`src/rtl/dsp_pipe_pkg.sv`:
```
// Shared definitions for the bundle pipeline control slice: operand/tag sizing,
// scheduler state encodings, the NOP bundle and the tag-match helper.
package dsp_pipe_pkg;

   localparam int TAG_W  = 5;   // 32 architectural registers
   localparam int NSRC   = 8;   // two source operands for each of the four slots
   localparam int SLOT_N = 4;   // A0 / A1 / M / LS

   // Scheduler states; the encoding is visible on the ctrl_state debug port.
   typedef enum logic [1:0] {
      ST_RUN     = 2'd0,
      ST_LDSTALL = 2'd1,
      ST_MEMWAIT = 2'd2,
      ST_FLUSH   = 2'd3
   } ctrl_state_e;

   // All-zero bundle: every slot decodes to NOP.
   localparam logic [SLOT_N*32-1:0] NOP_BUNDLE = {SLOT_N{32'h0000_0000}};

   // A source tag depends on a load only when the tags match and the load
   // really writes a register (r0 is hard-wired to zero, so it never hazards).
   function automatic logic tag_hit(input logic [TAG_W-1:0] src_tag,
                                    input logic [TAG_W-1:0] ld_tag);
      return (src_tag == ld_tag) && (ld_tag != {TAG_W{1'b0}});
   endfunction

endpackage

```
`src/rtl/pipe_hazard_ctrl_hazard_cmp.sv`:
```
// hazard_cmp: compares every ID source tag against the destination tag of the
// load sitting in EX and reports a load-use hazard.
module hazard_cmp
   import dsp_pipe_pkg::*;
#(
   parameter int TAG_W_P = TAG_W,
   parameter int NSRC_P  = NSRC
) (
   input  logic                      id_valid,
   input  logic [NSRC_P*TAG_W_P-1:0] src_tags,
   input  logic                      ld_valid,
   input  logic [TAG_W_P-1:0]        ld_tag,
   output logic                      hazard
);

   logic any_hit_s;

   // OR-reduce the per-operand tag matches (r0 masked inside tag_hit).
   always_comb begin
      any_hit_s = 1'b0;
      for (int i = 0; i < NSRC_P; i++) begin
         if (tag_hit(src_tags[i*TAG_W_P +: TAG_W_P], ld_tag)) begin
            any_hit_s = 1'b1;
         end else begin
            any_hit_s = any_hit_s;
         end
      end
   end

   assign hazard = id_valid & ld_valid & any_hit_s;

endmodule

```
`src/rtl/pipe_hazard_ctrl.sv`:
```
// pipe_hazard_ctrl: pipeline scheduler for the 4-slot bundle datapath.
// Stalls on load-use hazards, freezes the back end while data memory is busy
// and holds flush_ifid for FLUSH_CYCLES cycles after a jump mispredict.
// Outputs are decoded from the current state and inputs in the same cycle.
// Optional build macro: PIPE_CTRL_PERF_EN enables the stall/flush perf counters;
// without it stall_cnt and flush_cnt read as zero.
module pipe_hazard_ctrl
   import dsp_pipe_pkg::*;
#(
   parameter int FLUSH_CYCLES = 2,   // 1..15
   parameter int CNT_W        = 16
) (
   input  logic                    clk,
   input  logic                    rst_n,
   input  logic                    id_valid,
   input  logic [NSRC*TAG_W-1:0]   id_src_tags,
   input  logic                    ex_ld_valid,
   input  logic [TAG_W-1:0]        ex_ld_tag,
   input  logic                    mem_busy,
   input  logic                    mispredict,
   output logic                    stall_pc,
   output logic                    stall_ifid,
   output logic                    bubble_idex,
   output logic                    freeze_back,
   output logic                    flush_ifid,
   output logic [1:0]              ctrl_state,
   output logic [CNT_W-1:0]        stall_cnt,
   output logic [CNT_W-1:0]        flush_cnt
);

   localparam logic [3:0] FLUSH_RELOAD = 4'(FLUSH_CYCLES - 1);

   ctrl_state_e state_r, state_nxt;
   logic [3:0]  flush_left_r, left_nxt;
   logic        flush_pend_r, pend_nxt;
   logic        hazard_s;
   logic        go_flush_s;
   logic        enter_flush_s;
   logic        stall_pc_s, stall_ifid_s, bubble_idex_s, freeze_back_s, flush_ifid_s;

   hazard_cmp #(
      .TAG_W_P (TAG_W),
      .NSRC_P  (NSRC)
   ) u_hazard_cmp (
      .id_valid (id_valid),
      .src_tags (id_src_tags),
      .ld_valid (ex_ld_valid),
      .ld_tag   (ex_ld_tag),
      .hazard   (hazard_s)
   );

   // A mispredict parked during a memory wait is serviced as soon as the wait ends.
   assign go_flush_s = mispredict | flush_pend_r;

   // Next-state and control decode; priority is mem_busy, then flush, then hazard.
   always_comb begin
      state_nxt     = state_r;
      left_nxt      = flush_left_r;
      pend_nxt      = flush_pend_r;
      enter_flush_s = 1'b0;
      stall_pc_s    = 1'b0;
      stall_ifid_s  = 1'b0;
      bubble_idex_s = 1'b0;
      freeze_back_s = 1'b0;
      flush_ifid_s  = 1'b0;

      if (mem_busy) begin
         // Whole pipe frozen; the flush countdown holds its value.
         stall_pc_s    = 1'b1;
         stall_ifid_s  = 1'b1;
         freeze_back_s = 1'b1;
         state_nxt     = ST_MEMWAIT;
         if (mispredict) begin
            pend_nxt = 1'b1;
         end else begin
            pend_nxt = flush_pend_r;
         end
      end else begin
         case (state_r)
            ST_RUN, ST_MEMWAIT: begin
               if (go_flush_s) begin
                  enter_flush_s = 1'b1;
               end else if (hazard_s) begin
                  stall_pc_s    = 1'b1;
                  stall_ifid_s  = 1'b1;
                  bubble_idex_s = 1'b1;
                  state_nxt     = ST_LDSTALL;
               end else begin
                  state_nxt = ST_RUN;
               end
            end
            ST_LDSTALL: begin
               // The load has moved to MEM, so the hazard is resolved this cycle.
               if (go_flush_s) begin
                  enter_flush_s = 1'b1;
               end else begin
                  state_nxt = ST_RUN;
               end
            end
            ST_FLUSH: begin
               flush_ifid_s = 1'b1;
               if (go_flush_s) begin
                  enter_flush_s = 1'b1;
               end else if (flush_left_r <= 4'd1) begin
                  left_nxt  = 4'd0;
                  state_nxt = ST_RUN;
               end else begin
                  left_nxt  = flush_left_r - 4'd1;
                  state_nxt = ST_FLUSH;
               end
            end
            default: begin
               state_nxt = ST_RUN;
            end
         endcase
      end

      if (enter_flush_s) begin
         flush_ifid_s = 1'b1;
         left_nxt     = FLUSH_RELOAD;
         pend_nxt     = 1'b0;
         state_nxt    = (FLUSH_CYCLES == 1) ? ST_RUN : ST_FLUSH;
      end else begin
         flush_ifid_s = flush_ifid_s;
      end
   end

   // Scheduler state register with synchronous active-low reset.
   always_ff @(posedge clk) begin
      if (!rst_n) begin
         state_r      <= ST_RUN;
         flush_left_r <= 4'd0;
         flush_pend_r <= 1'b0;
      end else begin
         state_r      <= state_nxt;
         flush_left_r <= left_nxt;
         flush_pend_r <= pend_nxt;
      end
   end

   // Every output is forced low for as long as reset is held.
   assign stall_pc    = rst_n & stall_pc_s;
   assign stall_ifid  = rst_n & stall_ifid_s;
   assign bubble_idex = rst_n & bubble_idex_s;
   assign freeze_back = rst_n & freeze_back_s;
   assign flush_ifid  = rst_n & flush_ifid_s;
   assign ctrl_state  = rst_n ? state_r : ST_RUN;

`ifdef PIPE_CTRL_PERF_EN
   logic [CNT_W-1:0] stall_cnt_r;
   logic [CNT_W-1:0] flush_cnt_r;

   // Saturating perf counters: stalled-PC cycles and serviced mispredicts.
   always_ff @(posedge clk) begin
      if (!rst_n) begin
         stall_cnt_r <= {CNT_W{1'b0}};
         flush_cnt_r <= {CNT_W{1'b0}};
      end else begin
         if (stall_pc_s && (stall_cnt_r != {CNT_W{1'b1}})) begin
            stall_cnt_r <= stall_cnt_r + {{(CNT_W-1){1'b0}}, 1'b1};
         end else begin
            stall_cnt_r <= stall_cnt_r;
         end
         if (enter_flush_s && (flush_cnt_r != {CNT_W{1'b1}})) begin
            flush_cnt_r <= flush_cnt_r + {{(CNT_W-1){1'b0}}, 1'b1};
         end else begin
            flush_cnt_r <= flush_cnt_r;
         end
      end
   end

   assign stall_cnt = rst_n ? stall_cnt_r : {CNT_W{1'b0}};
   assign flush_cnt = rst_n ? flush_cnt_r : {CNT_W{1'b0}};
`else
   assign stall_cnt = {CNT_W{1'b0}};
   assign flush_cnt = {CNT_W{1'b0}};
`endif

endmodule

```
`config.mk`:
```
export PLATFORM = sky130hd
export DESIGN_NAME = pipe_hazard_ctrl
export DESIGN_NICKNAME = d
export VERILOG_FILES = /design/src/rtl/dsp_pipe_pkg.sv /design/src/rtl/pipe_hazard_ctrl_hazard_cmp.sv /design/src/rtl/pipe_hazard_ctrl.sv
export SDC_FILE = /design/constraint.sdc
export NUM_CORES = 1
export LEC_CHECK = 0
export BUFFER_PORTS_ARGS = -buffer_cell sky130_fd_sc_hd__buf_2
export CAP_MARGIN = 20
export CORE_ASPECT_RATIO = 1.75
export CORE_MARGIN = 3
export CORE_UTILIZATION = 33
export CTS_CLUSTER_SIZE = 8
export DETAILED_ROUTE_END_ITERATION = 8
export GPL_ROUTABILITY_DRIVEN = 0
export PLACE_DENSITY_LB_ADDON = 0.15
export SYNTH_ARGS = -nofsm -noshare
export SYNTH_HDL_FRONTEND = slang
export SYNTH_HIERARCHICAL = 1
export SYNTH_SLANG_ARGS = --single-unit
```
`constraint.sdc`:
```
create_clock -name clk -period 1.9 [get_ports clk]
set_clock_uncertainty 0.15 [all_clocks]
set_input_delay 0.285 -clock clk [delete_from_list [all_inputs] [get_ports clk]]
set_output_delay 0.285 -clock clk [all_outputs]
set_load 0.02 [all_outputs]
```
==> qor.csv <==
metric;value;unit
startpoint_type;primary input;
grt_pass1_wl;5.35;mm
synth_warnings;6;
htreeDepth;1;
rr_startpoint;flush_left_r[0]$_SDFFE_PN0P_;
via_per_inst;4.41;
synth_compound_area_frac;0.117;
ios;90;
synth-edff-count;0;
crit_slowest_cell;nor3_2;
die_y;84.7;um
die_w;51.0;um
hp-class;in2reg;
hold_viol_final;0;
antenna_left;0;
synth_cell_types;30;
fin_cells;259;
clockBufferDepth;2;
grt_pass1_vias;1158;
cts_buffers;3;
drt_iter0_drc;13;
rsz0062_at_grt;yes;
fmax;0.450;GHz
vias;1142;
yosys.area_share.xor_xnor;0.300;
end_kind;output port;
synth_top_family_by_area;XOR/XNOR gates;
die_area;4320;sq um
portBuffers;57;
ir_drop;0.344;mV
yosysMostFrequentCell;buf_4;
fin_crit_sh;1.17;
synth_largest_area_cell;buf_4;
ys_seq_area_frac;0.120;
cts_tree;built;
drive_gt1_frac;0.514;
synth.area.top_cells;buf_4 23%, xnor2_1 23%, dfxtp_1 12%;
avgRoutedWirePerCell;14.8;um
required;1.46;ns
ys.flop_type;dfxtp_1;
min_path_cells;3;
clk_pin_slew;0.04;ns
postSynthAreaPerCell;7.89;sq um
setup_slack;-0.320;ns
core;3400;sq um
crit_arrival;1.79;ns
dr.pass1.iters;4;
antenna_cells;0;
synthArstFlopShare;0;
violations;negative setup slack;
clkLatencyLatePin;0.22;ns
maxSlewViolCount;0;
setup_viol_count_final;3;
cts_root_buf;clkbuf_8;
start_util;0.344;
place_hpwl;2.56;mm
drt-total-wl;3.83;mm
dp_cells;250;
cp-endpoint;bubble_idex;
synthSimpleGateAreaFrac;0.175;
fp-row-count;28;
cp_slowest_stage_delay;0.24;ns
period_needed;2.22;ns
maxCapViolations;0;
synthesis.area;1170;sq um
muxShareOfSynthArea;0;
grt_usage;0.156;
area_delta_synth_final;63.3;%
synth-seq-cells;7;
final_net_count;268;
leakage;0.862;nW
grt_max_degree;10;
status;finished with violations;
reg2reg_slack;0.09;ns
synthAdderAreaFrac;0.0214;
numClockSinks;7;
synth_common_cells;36 x buf_4, 30 x xnor2_1, 10 x xor2_1;
synth_cells;148;
reg2reg_depth;6;
synth.top_cell.area_share;0.232;
fillers;299;
r2r-end;flush_left_r[3]$_SDFFE_PP0P_;
antenna_found_initial;0;
globalRoute.totalOverflow;0;
holdWs;0.220;ns
route.detailed.drc;0;
crit_chain;buf_12 -> xnor2_2 -> nand3_2 -> o22ai_2 -> a311oi_2 -> a21oi_2 -> nand2b_1 -> nor3_2 -> nor2b_4 -> buf_6;
worstSetupPathType;in2out;
cp-startpoint;ex_ld_tag[0];
power_density;417;nW/um^2
crit_fanout;5;
[layer usage]
metal	up-vias	part of all wire	GRT usage
li1	554	-	-
met1	525	0.34	0.158
met5	-	0	0
met2	59	0.58	0.313
met4	0	0.0070	0.0294
met3	4	0.072	0.0284
[sequential cells by signal, summed over array words and instances (netlist names)]
register	cells
flush_left_r	4
flush_pend_r	1
state_r	2
[how the worst min path moves through the flow]
stage	start	end	slack, ns
global route	rst_n	flush_left_r[0]$_SDFFE_PN0P_	0.24
finish	rst_n	flush_left_r[0]$_SDFFE_PN0P_	0.22
floorplan	rst_n	flush_left_r[0]$_SDFFE_PN0P_	0.27
global placement	flush_left_r[1]$_SDFFE_PP0P_	flush_left_r[1]$_SDFFE_PP0P_	0.31
CTS	rst_n	flush_left_r[0]$_SDFFE_PN0P_	0.22
detailed placement	flush_left_r[1]$_SDFFE_PP0P_	flush_left_r[1]$_SDFFE_PP0P_	0.32
[cell type report]
| cell class | instances | area [sq um] | area share |
|---|---|---|---|
| tap | 45 | 56.3 | 0.0295 |
| sequential | 7 | 143 | 0.0748 |
| timing repair buffer | 69 | 582 | 0.305 |
| multi-input combinational | 130 | 1070 | 0.559 |
| inverter | 4 | 15.0 | 0.00787 |
| clock buffer | 4 | 45.0 | 0.0236 |
[where the power goes]
part	switching [W]	internal, W
logic	0.000216	0.000215
clock network	0.0000610	0.000145
registers	0.00000575	0.000153
total	0.000283	0.000513
[metrics by stage]
| step | setup TNS (ns) | power, W | instance area [sq um] | utilization | setup WS [ns] |
|---|---|---|---|---|---|
| floorplan | -0.330 | 0.000417 | 1290 | - | -0.186 |
| global placement | -1.08 | 0.000456 | 1390 | 0.409 | -0.369 |
| detailed placement | -1.15 | 0.000458 | 1390 | 0.409 | -0.395 |
| CTS | -0.477 | 0.000736 | 1700 | 0.501 | -0.168 |
| global route | -1.27 | 0.000833 | 1910 | 0.561 | -0.427 |
| finish | -0.947 | 0.000796 | 1910 | 0.561 | -0.320 |
[cell families after synthesis]
family / count (synthesis)
buf+inv: 42
xor+xnor: 40
simple gates: 35
compound gates: 21
flops: 7
fa+ha+maj: 2
other cells: 1
[worst max-delay path, delay by kind of cell]
kind,cells,cell delay (ns)
AOI/OAI and AO/OA,3,0.42
buffers and inverters,2,0.24
and+or+nand+nor,4,0.64
xor gates and xnor gates,1,0.19
[layout by cell type, fill, tap and decap left out, types with 4 or more instances in the layout]
cell	Yosys	layout
nand3_1	6	4
a21oi_1	7	6
nand2_1	7	7
o21ai_0	5	5
conb_1	1	32
xnor2_2	0	9
buf_4	36	8
xnor2_1	30	17
buf_6	2	11
dfxtp_1	7	5
xnor2_4	0	4
buf_2	0	42
inv_1	4	4
buf_12	0	4
xor2_1	10	8
nor3_2	0	5
[what timing repair did]
action / 4_1_cts / 5_1_grt
setup endpoints to repair: 3 / 4
hold buffers: 0 / 0
pin swaps: 14 / 16
cloned: 2 / 1
buffers inserted: 1 / 1
gates resized for setup: 45 / 29
No activity file was read; power rests on OpenSTA's default activity.
